<file path="config.mk">
export PLATFORM = sky130hd
export DESIGN_NAME = reset_sequencer_flat
export DESIGN_NICKNAME = d
export VERILOG_FILES = /design/src/rtl/reset_sequencer_if.sv /design/src/rtl/reset_sequencer.sv /design/src/flat_wrapper.sv
export SDC_FILE = /design/constraint.sdc
export NUM_CORES = 1
export LEC_CHECK = 0
export ABC_AREA = 1
export CAP_MARGIN = 20
export CELL_PAD_IN_SITES_DETAIL_PLACEMENT = 0
export CELL_PAD_IN_SITES_GLOBAL_PLACEMENT = 2
export CORE_ASPECT_RATIO = 0.5
export CORE_MARGIN = 1.5
export CORE_UTILIZATION = 25
export CTS_BUF_LIST = sky130_fd_sc_hd__clkbuf_8
export DETAILED_ROUTE_END_ITERATION = 6
export PLACE_DENSITY_LB_ADDON = 0.1
export SYNTH_ARGS = -nofsm -noshare
export SYNTH_HDL_FRONTEND = slang
export SYNTH_SLANG_ARGS = --single-unit
</file>
<file path="constraint.sdc">
create_clock -name clk -period 1.4 [get_ports clk]
set_input_delay 0.42 -clock clk [delete_from_list [all_inputs] [get_ports clk]]
set_output_delay 0.42 -clock clk [all_outputs]
set_load 0.05 [all_outputs]
</file>
<file path="src/rtl/reset_sequencer_if.sv">
// Reset sequencer bus: per-stage ready inputs, reset outputs and status.
// master = sequencer side, slave = downstream subsystems side.
interface reset_sequencer_if #(
   parameter int STAGES = 3
);
   localparam int FSW = (STAGES > 1) ? $clog2(STAGES) : 1;

   logic [STAGES-1:0] stage_ready;
   logic [STAGES-1:0] stage_reset;
   logic              all_ready;
   logic              timeout;
   logic [FSW-1:0]    fault_stage;

   modport master (
      input  stage_ready,
      output stage_reset,
      output all_ready,
      output timeout,
      output fault_stage
   );

   modport slave (
      output stage_ready,
      input  stage_reset,
      input  all_ready,
      input  timeout,
      input  fault_stage
   );
endinterface

</file>
<file path="src/rtl/reset_sequencer.sv">
// Staged reset release: synchronize raw reset, then release each stage
// after a settle gap and wait for its ready before moving on.
module reset_sequencer #(
   parameter int STAGES         = 3,
   parameter int SYNC_STAGES    = 2,
   parameter int GAP_CYCLES     = 16,
   parameter int TIMEOUT_CYCLES = 1024
) (
   input  logic              clk,
   input  logic              reset_n,
   reset_sequencer_if.master bus
);
   localparam int FSW  = (STAGES > 1) ? $clog2(STAGES) : 1;
   localparam int MAXC = (GAP_CYCLES > TIMEOUT_CYCLES) ?
                         GAP_CYCLES : TIMEOUT_CYCLES;
   localparam int CW   = $clog2(MAXC + 1);

   localparam logic [2:0] S_HOLD  = 3'd0;
   localparam logic [2:0] S_GAP   = 3'd1;
   localparam logic [2:0] S_WAIT  = 3'd2;
   localparam logic [2:0] S_DONE  = 3'd3;
   localparam logic [2:0] S_FAULT = 3'd4;

   localparam logic [CW-1:0]  GAP_LAST = CW'(GAP_CYCLES - 1);
   localparam logic [CW-1:0]  TO_LAST  = CW'(TIMEOUT_CYCLES - 1);
   localparam logic [FSW-1:0] IDX_LAST = FSW'(STAGES - 1);

   logic [SYNC_STAGES-1:0] sync_q;
   logic                   synced;

   logic [2:0]        state_q, state_d;
   logic [FSW-1:0]    idx_q,   idx_d;
   logic [CW-1:0]     cnt_q,   cnt_d;
   logic [STAGES-1:0] rst_q,   rst_d;
   logic              all_q,   all_d;
   logic              to_q,    to_d;
   logic [FSW-1:0]    fs_q,    fs_d;

   // Deassertion synchronizer: clears instantly, fills with ones on clk.
   always_ff @(posedge clk or negedge reset_n) begin
      if (!reset_n) begin
         sync_q <= '0;
      end else begin
         sync_q <= {sync_q[SYNC_STAGES-2:0], 1'b1};
      end
   end

   assign synced = sync_q[SYNC_STAGES-1];

   // Sequencing FSM next-state: hold, gap, wait for ready, done or fault.
   always_comb begin
      state_d = state_q;
      idx_d   = idx_q;
      cnt_d   = cnt_q;
      rst_d   = rst_q;
      all_d   = all_q;
      to_d    = to_q;
      fs_d    = fs_q;
      unique case (state_q)
         S_HOLD: begin
            if (synced) begin
               state_d = S_GAP;
               cnt_d   = '0;
            end
         end
         S_GAP: begin
            if (cnt_q == GAP_LAST) begin
               rst_d[idx_q] = 1'b0;
               state_d      = S_WAIT;
               cnt_d        = '0;
            end else begin
               cnt_d = cnt_q + 1'b1;
            end
         end
         S_WAIT: begin
            if (bus.stage_ready[idx_q]) begin
               if (idx_q == IDX_LAST) begin
                  state_d = S_DONE;
                  all_d   = 1'b1;
               end else begin
                  idx_d   = idx_q + 1'b1;
                  state_d = S_GAP;
                  cnt_d   = '0;
               end
            end else if (cnt_q == TO_LAST) begin
               state_d      = S_FAULT;
               to_d         = 1'b1;
               fs_d         = idx_q;
               rst_d[idx_q] = 1'b1;
            end else begin
               cnt_d = cnt_q + 1'b1;
            end
         end
         S_DONE:  ;
         S_FAULT: ;
         default: ;
      endcase
   end

   // FSM and registered outputs; raw reset re-asserts everything at once.
   always_ff @(posedge clk or negedge reset_n) begin
      if (!reset_n) begin
         state_q <= S_HOLD;
         idx_q   <= '0;
         cnt_q   <= '0;
         rst_q   <= '1;
         all_q   <= 1'b0;
         to_q    <= 1'b0;
         fs_q    <= '0;
      end else begin
         state_q <= state_d;
         idx_q   <= idx_d;
         cnt_q   <= cnt_d;
         rst_q   <= rst_d;
         all_q   <= all_d;
         to_q    <= to_d;
         fs_q    <= fs_d;
      end
   end

   assign bus.stage_reset = rst_q;
   assign bus.all_ready   = all_q;
   assign bus.timeout     = to_q;
   assign bus.fault_stage = fs_q;
endmodule

</file>
<file path="src/flat_wrapper.sv">
// flat-port wrapper written by rule: the top's interface ports become plain ports
module reset_sequencer_flat 
#(
   parameter int STAGES         = 3,
   parameter int SYNC_STAGES    = 2,
   parameter int GAP_CYCLES     = 16,
   parameter int TIMEOUT_CYCLES = 1024
)
  (clk, reset_n, bus_stage_ready, bus_stage_reset, bus_all_ready, bus_timeout, bus_fault_stage);
  reset_sequencer_if #(.STAGES(STAGES)) bus_i ();
  input  logic clk;
  input  logic reset_n;
  input wire logic [$bits(bus_i.stage_ready)-1:0] bus_stage_ready;
  output wire logic [$bits(bus_i.stage_reset)-1:0] bus_stage_reset;
  output wire logic [$bits(bus_i.all_ready)-1:0] bus_all_ready;
  output wire logic [$bits(bus_i.timeout)-1:0] bus_timeout;
  output wire logic [$bits(bus_i.fault_stage)-1:0] bus_fault_stage;
  assign bus_i.stage_ready = bus_stage_ready;
  assign bus_stage_reset = bus_i.stage_reset;
  assign bus_all_ready = bus_i.all_ready;
  assign bus_timeout = bus_i.timeout;
  assign bus_fault_stage = bus_i.fault_stage;
  reset_sequencer #(.STAGES(STAGES), .SYNC_STAGES(SYNC_STAGES), .GAP_CYCLES(GAP_CYCLES), .TIMEOUT_CYCLES(TIMEOUT_CYCLES)) u_core (.clk(clk), .reset_n(reset_n), .bus(bus_i));
endmodule
</file>
* Word-level counts from Yosys, hierarchy flattened
Index checks and enable logic that the tools add are counted.
** Storage, ports and cells
- Output and inout port bits :: 7
- Input bits :: 5
- Register bits :: 25
** Cells by class
- Add/subtract/negate cells :: 2
- Multiplexer cells :: 20
- Equality and inequality tests :: 12
- Reductions and logical operators :: 10
- $lt $le $gt $ge :: 2
- Bitwise operators :: 5
** Operators by type and width (count)
- 2-to-1 mux 11 bit :: 5
- one-hot mux 11 bit (3 select lines) :: 1
- 2-to-1 mux 3 bit :: 7
- AND reduction 4 bit :: 3
- adder 11 x 1 -> 11 bit (second input constant) :: 1
- == test 11 x 10 -> 1 bit (second input constant) :: 1
- == test 11 x 4 -> 1 bit (second input constant) :: 1
- one-hot mux 3 bit (3 select lines) :: 1
- AND reduction 3 bit :: 3
- != test 2 x 1 -> 1 bit (second input constant) :: 3
- one-hot mux 3 bit (2 select lines) :: 1
- AND 3 bit :: 1
- == test 3 x 1 -> 1 bit (second input constant) :: 1
- == test 3 x 2 -> 1 bit (second input constant) :: 1
- zero test 3 bit :: 1
- less-than comparator 2 x 3 -> 1 bit (second input constant) :: 1
- != test 3 x 1 -> 1 bit (second input constant) :: 1
- != test 3 x 2 -> 1 bit (second input constant) :: 1
- != test 3 bit (second input constant) :: 1
- NOT 3 bit :: 1
- OR 3 bit :: 1
- nonzero test 3 bit :: 1
- adder 2 x 1 -> 2 bit (second input constant) :: 1
- binary-select mux 1 bit (select 2 bit) :: 1
- other kinds (9) :: 11

* Depth between registers and ports, before layout
Gate-level depths: netlist of run 1.
- Word-level depth :: 8
- Mapped depth :: 10
- Gate-level depth less buffers :: 10

* Worst setup path before layout of run 1
OpenSTA, ideal clock, no wires.
- Kind :: reg-to-reg
- Start point :: register u_core.cnt_q[0]
- End point :: register u_core.cnt_q[0]
- Arrival time :: 1.442 ns
- Clock period less this slack :: 1.507 ns
- Path slack :: -0.107 ns
- Buffers on the path :: 0
- Cell stages (with the launch flop) :: 10
- Cells stage by stage :: dfrtp_1 ha_1 nand3_2 nor3_2 nand3_2 nor2_4 inv_2 nand2_4 nand2_1 nand2_1
** On the way
- Word-level cells in the longest chain between the ends :: 4
** Ends and longest elaborated chain
- from (decl) :: RTL line reset_sequencer.sv:33 : logic [CW-1:0] cnt_q, cnt_d;
- from (signal assigned) :: RTL line reset_sequencer.sv:113 : cnt_q <= cnt_d;
- adder 11 x 1 -> 11 bit :: RTL line reset_sequencer.sv:72, reset_sequencer.sv:91
- 2-to-1 mux 11 bit :: RTL line reset_sequencer.sv:85 : end else if (cnt_q == TO_LAST) begin
- 2-to-1 mux 11 bit :: RTL line reset_sequencer.sv:76 : if (bus.stage_ready[idx_q]) begin
- one-hot mux 11 bit (3 select lines) :: RTL line reset_sequencer.sv:59 : unique case (state_q)
Parallel ways exist; a longest one is shown, timed or not. The select of a mux whose other input is x is not followed.
A chain may end at the register's enable or synchronous reset.

* Final worst setup path of run 1
- Start point :: register u_core.cnt_q[1]
- End point :: register u_core.state_q[2]
** On the way
- Word-level cells in the longest chain between the ends :: 3
** Ends and longest elaborated chain
- == test 11 x 10 -> 1 bit or == test 11 x 4 -> 1 bit (tied branches) :: RTL line reset_sequencer.sv:85, reset_sequencer.sv:67
- != test 3 x 1 -> 1 bit (no line) or != test 2 x 1 -> 1 bit (tied branches)
- AND reduction 4 bit (no line) (*)
- to (signal assigned) :: RTL line reset_sequencer.sv:111 : state_q <= state_d;
- to (decl) :: RTL line reset_sequencer.sv:31 : logic [2:0] state_q, state_d;
Every way passes the cells marked *; elsewhere a longest branch is shown, timed or not.

==> results of run 1 <==
-- worst max-delay path, stage by stage (launching register included) --
cell and delay (ns):
dfrtp_1 0.40, ha_4 0.16, nand3_4 0.10, buf_4 0.17, nor2_4 0.09, nand2_4 0.08, nand2_4 0.09, nand3_4 0.09
or2_1 0.24, nand2_1 0.07
-- per-stage QoR --
stage               setup WS [ns]  util, %  power [uW]  instance area, um2  TNS (ns)
floorplan                  0.0201        -         742                1580         0
global placement           -0.475     36.4         777                2200     -8.91
detailed placement         -0.543     36.4         777                2200     -9.41
CTS                        -0.145     38.3        1270                2310     -2.01
global route               -0.257     41.0        1310                2470     -4.11
finish                     -0.148     41.0        1250                2470     -2.15
-- cell usage in the layout (no fill, tap or decap), drive strengths merged --
cell type | synthesis | layout
dlygate4sd2 | 0 | 2
nand4 | 3 | 3
o21ai | 6 | 6
a21oi | 2 | 2
ha | 4 | 4
inv | 28 | 29
clkdlybuf4s50 | 0 | 1
o31ai | 1 | 1
o21bai | 1 | 1
dfstp | 3 | 3
nor2 | 14 | 14
clkbuf | 0 | 3
dlymetal6s2s | 0 | 1
nand2 | 85 | 86
conb | 1 | 1
dfrtp | 22 | 22
or2 | 3 | 3
a21boi | 1 | 1
nor3 | 3 | 3
buf | 1 | 57
xor2 | 5 | 5
nand3 | 33 | 33
a31oi | 1 | 1
-- final cells by class --
type | count | area [um2]
multi-input combinational | 164 | 978
clock inverter | 1 | 8.76
fill | 646 | 3560
inverter | 28 | 110
clock buffer | 3 | 41.3
timing repair buffer | 61 | 592
tap | 88 | 110
sequential | 25 | 632
-- timing repair --
action / CTS / global route
buffers inserted: 2 / 7
pin swaps: 11 / 12
gates resized for setup: 17 / 33
gates cloned: 1 / 0
endpoints found under the setup margin: 25 / 25
-- how the worst max path moves through the flow --
stage                           startpoint                            end  slack, ns
5_1_grt        u_core.cnt_q[1]$_DFFE_PN0P_    u_core.cnt_q[5]$_DFFE_PN0P_      -0.26
4_1_cts        u_core.cnt_q[1]$_DFFE_PN0P_    u_core.cnt_q[2]$_DFFE_PN0P_      -0.14
3_5_place_dp            bus_stage_ready[1]    u_core.cnt_q[0]$_DFFE_PN0P_      -0.54
6_report       u_core.cnt_q[1]$_DFFE_PN0P_  u_core.state_q[2]$_DFFE_PN0P_      -0.15
3_3_place_gp            bus_stage_ready[1]    u_core.cnt_q[0]$_DFFE_PN0P_      -0.47
2_1_floorplan  u_core.cnt_q[0]$_DFFE_PN0P_  u_core.state_q[2]$_DFFE_PN0P_       0.02
-- layer usage --
layer  track usage (%)  routed length, um  up-vias
met5                 0                  0        -
met4              1.61                  8        0
met3              3.09                165        2
met2              24.3               1980       20
met1              20.7               2320      700
li1                  -                  -      817
-- power breakdown --
group	total, uW	internal (uW)	leakage [uW]	switching [uW]
clock network	484	209	0.0000261	274
registers	726	725	0.000294	0.762
logic	36.5	14.3	0.000868	22.2
-- cell families (layout without fill, tap and decap cells) --
kind of cell	after synthesis	in the layout	share of synthesized area, %
simple gates	141	142	41.5
fa+ha+maj	4	4	3.23
buf+inv	29	93	7.11
other cells	1	1	0.242
xor+xnor	5	5	2.83
compound gates	12	12	4.44
flops	25	25	40.6
==> results.toml, run 1 <==
[outcome]
status = "complete, but fails checks"
violations = "setup timing"

[placed_design]
io_buffers = 11
hpwl_um = 3250
dpl.cell_count = 356
gp_congestion = 0.758

[drt]
final_antenna_net_count = 0
drtIter0Drc = 23
drc = 0
wirelength_um = 4470
routed_via_density = 4.16
wl_per_cell_um = 12.1
drt_pre_antenna_iters = 4
vias = 1539

[yosys]
syn_area_um2 = 1550
synth_top_flop_cell = "dfrtp_1"
synth_cells = 217
synth-edff-count = 0
syn_avg_cell_area_um2 = 7.14
synth.most_common_cell = "nand2_1"
yosys-top-cells-count = "nand2_1, nand3_1, inv_1"
synth_area_leader_cell = "dfrtp_1"
ys_ff_latch = 25
synth.distinct_cells = 27
synth_fp_nets = 226
yosys-top-cells-area = "dfrtp_1, nand2_1, nand3_1"
synthArstFlopShare_pct = 100
yosys_warnings = 0
yosysSeqAreaShare_pct = 40.6
synth_top_area_share_pct = 35.5

[sta]
setup_viol = 22
layout_setup_ws_ns = -0.148
rsz0062_at_grt = "yes"
drv_slew = 0
post-route-period-util_pct = 111
skew_ns = 0.00510
timing.fmax_mhz = 646
holdWs_ns = 0.362
finalCriticalPeriod_ns = 1.55
hold_viol = 0

[floorplan]
initial_core_util_pct = 25.7
die_h_um = 58.7
die_w_um = 114
row_count = 20
core-area_um2 = 6030
dieArea_um2 = 6710
io_pins = 12

[power_and_ir_drop]
p_per_area_nw_per_um2 = 504
leakage_uw = 0.00119
vdd_drop_max_mv = 0.300

[clock_tree]
cts_tree = "yes"
cts_sinks = 25
clk_pin_slew_ns = 0.10
cts_hold_buf = 0
clk_latency_ns = 0.28
cts_root_buffer = "clkbuf_8"
htreeDepth = 1
numCtsBuffers = 3
clock_path_buffers = 2

[global_route]
grt.overflow.total = 0
grt_max_degree = 26
grt_pass1_vias = 1503
grt_first_pass_wirelength_um = 7510
grt_usage_pct = 14.7
grt_antenna_before_repair = 0

[setup_path]
crit_arrival_ns = 1.78
worst_setup_path_end_kind = "flop"
worstReg2RegEnd = "u_core.state_q[2]$_DFFE_PN0P_"
setup.worst_path.start_class = "flop"
path_class = "reg -> reg"
cp.required_ns = 1.63
reg2reg_setup_slack_ns = -0.15
timing.rr.start = "u_core.cnt_q[1]$_DFFE_PN0P_"
reg2reg_depth = 9
cp_max_fo = 5

[worst_hold_path]
hold_depth = 0
worstHoldStart = "u_core.sync_q[0]$_DFF_PN0_"
hp-class = "reg -> reg"
hold_path_end = "u_core.sync_q[1]$_DFF_PN0_"

[finish]
num-nets-final = 292
area_delta_synth_final_pct = 59.6
final_cells = 370
drive_gt1_share_pct = 39.0
antenna_cells = 0

[flow_run]
cap_violations = 0
Power figures use the tool's default switching activity.
==> inputs of run 2 (changes only) <==
Settings changed: ABC_AREA 1 to unset.
==> results.toml, run 2 <==
[outcome]
status = "complete, but fails checks"
violations = "setup timing"

[setup_path]
setup.worst_path.start_class = "flop"
timing.rr.start = "u_core.cnt_q[5]$_DFFE_PN0P_"
cp.required_ns = 1.56
cp.buffers_inverters = 1
cp_num_cells = 6
crit_path_top_delay_cell = "or4_4"
worstReg2RegEnd = "u_core.cnt_q[8]$_DFFE_PN0P_"
cp_top_family = "compound AO/OA/AOI/OAI gates"
path_class = "reg -> reg"
worst_setup_path_end_kind = "flop"
reg2reg_depth = 6
crit_arrival_ns = 2.25
startpoint = "u_core.cnt_q[5]$_DFFE_PN0P_"
critPathMaxStageDelay_ns = 0.56
reg2reg_setup_slack_ns = -0.68
cp_max_fo = 2
path_cells = "or4_4, o31ai_4, buf_6, a21oi_4, a2111o_1, a22o_1"
critPathCapture = "u_core.cnt_q[8]$_DFFE_PN0P_"

[floorplan]
io_pins = 12
die_w_um = 109
core-area_um2 = 5130
die_h_um = 55.8
row_count = 18
dieArea_um2 = 6050
initial_core_util_pct = 27.1

[global_route]
use_met3_pct = 4.45
grt_use_met1_pct = 20.3
grt_usage_pct = 14.4
grt.overflow.total = 0
grt_first_pass_wirelength_um = 6620
grtUsageMet2_pct = 21.5
grt_max_degree = 26
grt_antenna_before_repair = 0
grt_pass1_vias = 1319
grt-busiest-layer = "met2"

[sta]
hold_viol = 0
setup_total_negative_slack_ns = -11.54
timing.fmax_mhz = 480
setup_viol = 23
layout_setup_ws_ns = -0.684
drv_slew = 0
post-route-period-util_pct = 149
finalCriticalPeriod_ns = 2.08
rsz0062_at_grt = "yes"
skew_ns = 0.00372

[yosys]
synth_area_leader_cell = "dfrtp_1"
yosysSeqAreaShare_pct = 45.2
yosys-top-cells-area = "dfrtp_1, dfstp_2, nor4_1"
synth_cells = 137
syn_avg_cell_area_um2 = 10.2
synthArstFlopShare_pct = 100
synth_top_flop_cell = "dfrtp_1"
synth-edff-count = 0
synth_top_area_share_pct = 39.5
synth.distinct_cells = 45
synth_top_family_by_area = "simple AND/OR/NAND/NOR gates"
ys_ff_latch = 25
synthMuxAreaShare_pct = 3.05
synth.most_common_cell = "dfrtp_1"
synth_fp_nets = 146
synth_compound_area_share_pct = 19.8
yosys_warnings = 0
yosys-top-cells-count = "dfrtp_1, nor4_1, nand2_1"
synthAdderAreaFrac_pct = 3.59
synth-simple-area-share_pct = 23.7
synth_xor_area_share_pct = 0.629
syn_area_um2 = 1390

[drt]
final_antenna_net_count = 0
drt_pre_antenna_iters = 4
wirelength_um = 4020
wl_per_cell_um = 14.8
drtIter0Drc = 39
vias = 1303
drc = 0
routed_via_density = 4.81

[finish]
area_delta_synth_final_pct = 66.5
num-nets-final = 211
n_fill_cell = 500
mostFrequentLayoutCells = "buf_4, dfrtp_1, buf_12"
antenna_cells = 0
layout_commonest_cell = "buf_4"
fin_area_um2 = 2320
drive_gt1_share_pct = 48.8

[clock_tree]
cts_tree = "yes"
clk_pin_slew_ns = 0.09
cts_root_buffer = "clkbuf_8"
clock_path_buffers = 2
cts_hold_buf = 0
numCtsBuffers = 3
clk_latency_ns = 0.27
htreeDepth = 1
cts_sinks = 25

[power_and_ir_drop]
switching_share_pct = 35.2
p_per_area_nw_per_um2 = 1190
p_switching_uw = 968
p_int_uw = 1780
vdd_drop_max_mv = 0.441
p_seq_share_pct = 37.8
fin_total_pwr_uw = 2750
leakage_uw = 0.00102
clock_power_share_pct = 15.7
combPwrFrac_pct = 46.5

[flow_run]
cap_violations = 0

[placed_design]
io_buffers = 11
dpl-instance-area_um2 = 2070
hpwl_um = 2730
dp_slack_ns = -0.937
gp_congestion = 0.748

[worst_hold_path]
hp-class = "reg -> reg"
## run 2: cell count changes in the layout (fill, tap and decap cells not counted), moves of 6 or more
cell     previous run  this run
nand2_1            71         6
nand3_1            26         6
inv_2               7         0
nand2_4             6         0
inv_1              19         7
nand2_2             9         1
nor4_1              0         6
## run 2: cell type report
| class | count | area, um2 | area share (%) |
|---|---|---|---|
| clock buffers | 3 | 41.3 | 1.78 |
| repair buffers | 66 | 646 | 27.8 |
| multi-input cells | 100 | 887 | 38.3 |
| clock inverters | 1 | 3.75 | 0.162 |
| inverters | 6 | 22.5 | 0.971 |
| well taps | 70 | 87.6 | 3.78 |
| flip-flops and latches | 25 | 631 | 27.2 |
## run 2: how the worst min path moves through the flow
stage / start / end / slack (ns) / cells after the start
floorplan: reset_n / u_core.bus.all_ready$_DFFE_PN0N_ / 0.12 / 0
global placement: u_core.sync_q[0]$_DFF_PN0_ / u_core.sync_q[1]$_DFF_PN0_ / 0.33 / 0
detailed placement: u_core.sync_q[0]$_DFF_PN0_ / u_core.sync_q[1]$_DFF_PN0_ / 0.34 / 0
CTS: u_core.sync_q[0]$_DFF_PN0_ / u_core.sync_q[1]$_DFF_PN0_ / 0.37 / 0
global route: u_core.sync_q[0]$_DFF_PN0_ / u_core.sync_q[1]$_DFF_PN0_ / 0.38 / 0
finish: u_core.sync_q[0]$_DFF_PN0_ / u_core.sync_q[1]$_DFF_PN0_ / 0.36 / 0
## run 2: cells by family after synthesis
family	Yosys count
multiplexers	4
AO/OA/AOI/OAI	33
AND/OR/NAND/NOR	56
other	1
XOR/XNOR	1
flip-flops	25
buffers and inverters	13
adder cells (fa/ha/maj)	4
## run 2: per-layer routing
metal	vias to the layer above	wire, um	part of all wire [%]
li1	648	-	-
met1	631	2120	53
met2	22	1730	43
met3	2	151	3.8
met4	0	10	0.25
met5	-	0	0
## run 2: per-stage QoR
step | hold WS (ns) | util (%) | instances
2_1_floorplan | 0.124 | - | 137
3_3_place_gp | 0.333 | 40.3 | 258
3_5_place_dp | 0.343 | 40.3 | 258
4_1_cts | 0.366 | 42.6 | 266
5_1_grt | 0.383 | 45.2 | 271
6_report | 0.362 | 45.2 | 271
## run 2: timing repair
item	in CTS	in global routing
buffers inserted	4	7
cloned	1	0
pin swaps	6	14
gates resized for setup	11	19
setup endpoints to repair	26	26
## run 2: power by group through the flow
stage	Clock [uW]	Combinational, uW	Sequential [uW]
finish	431	1280	1040
global route	491	1410	1070
CTS	460	1190	1040
detailed placement	0	1140	1050
global placement	0	1140	1040
floorplan	0	495	1090
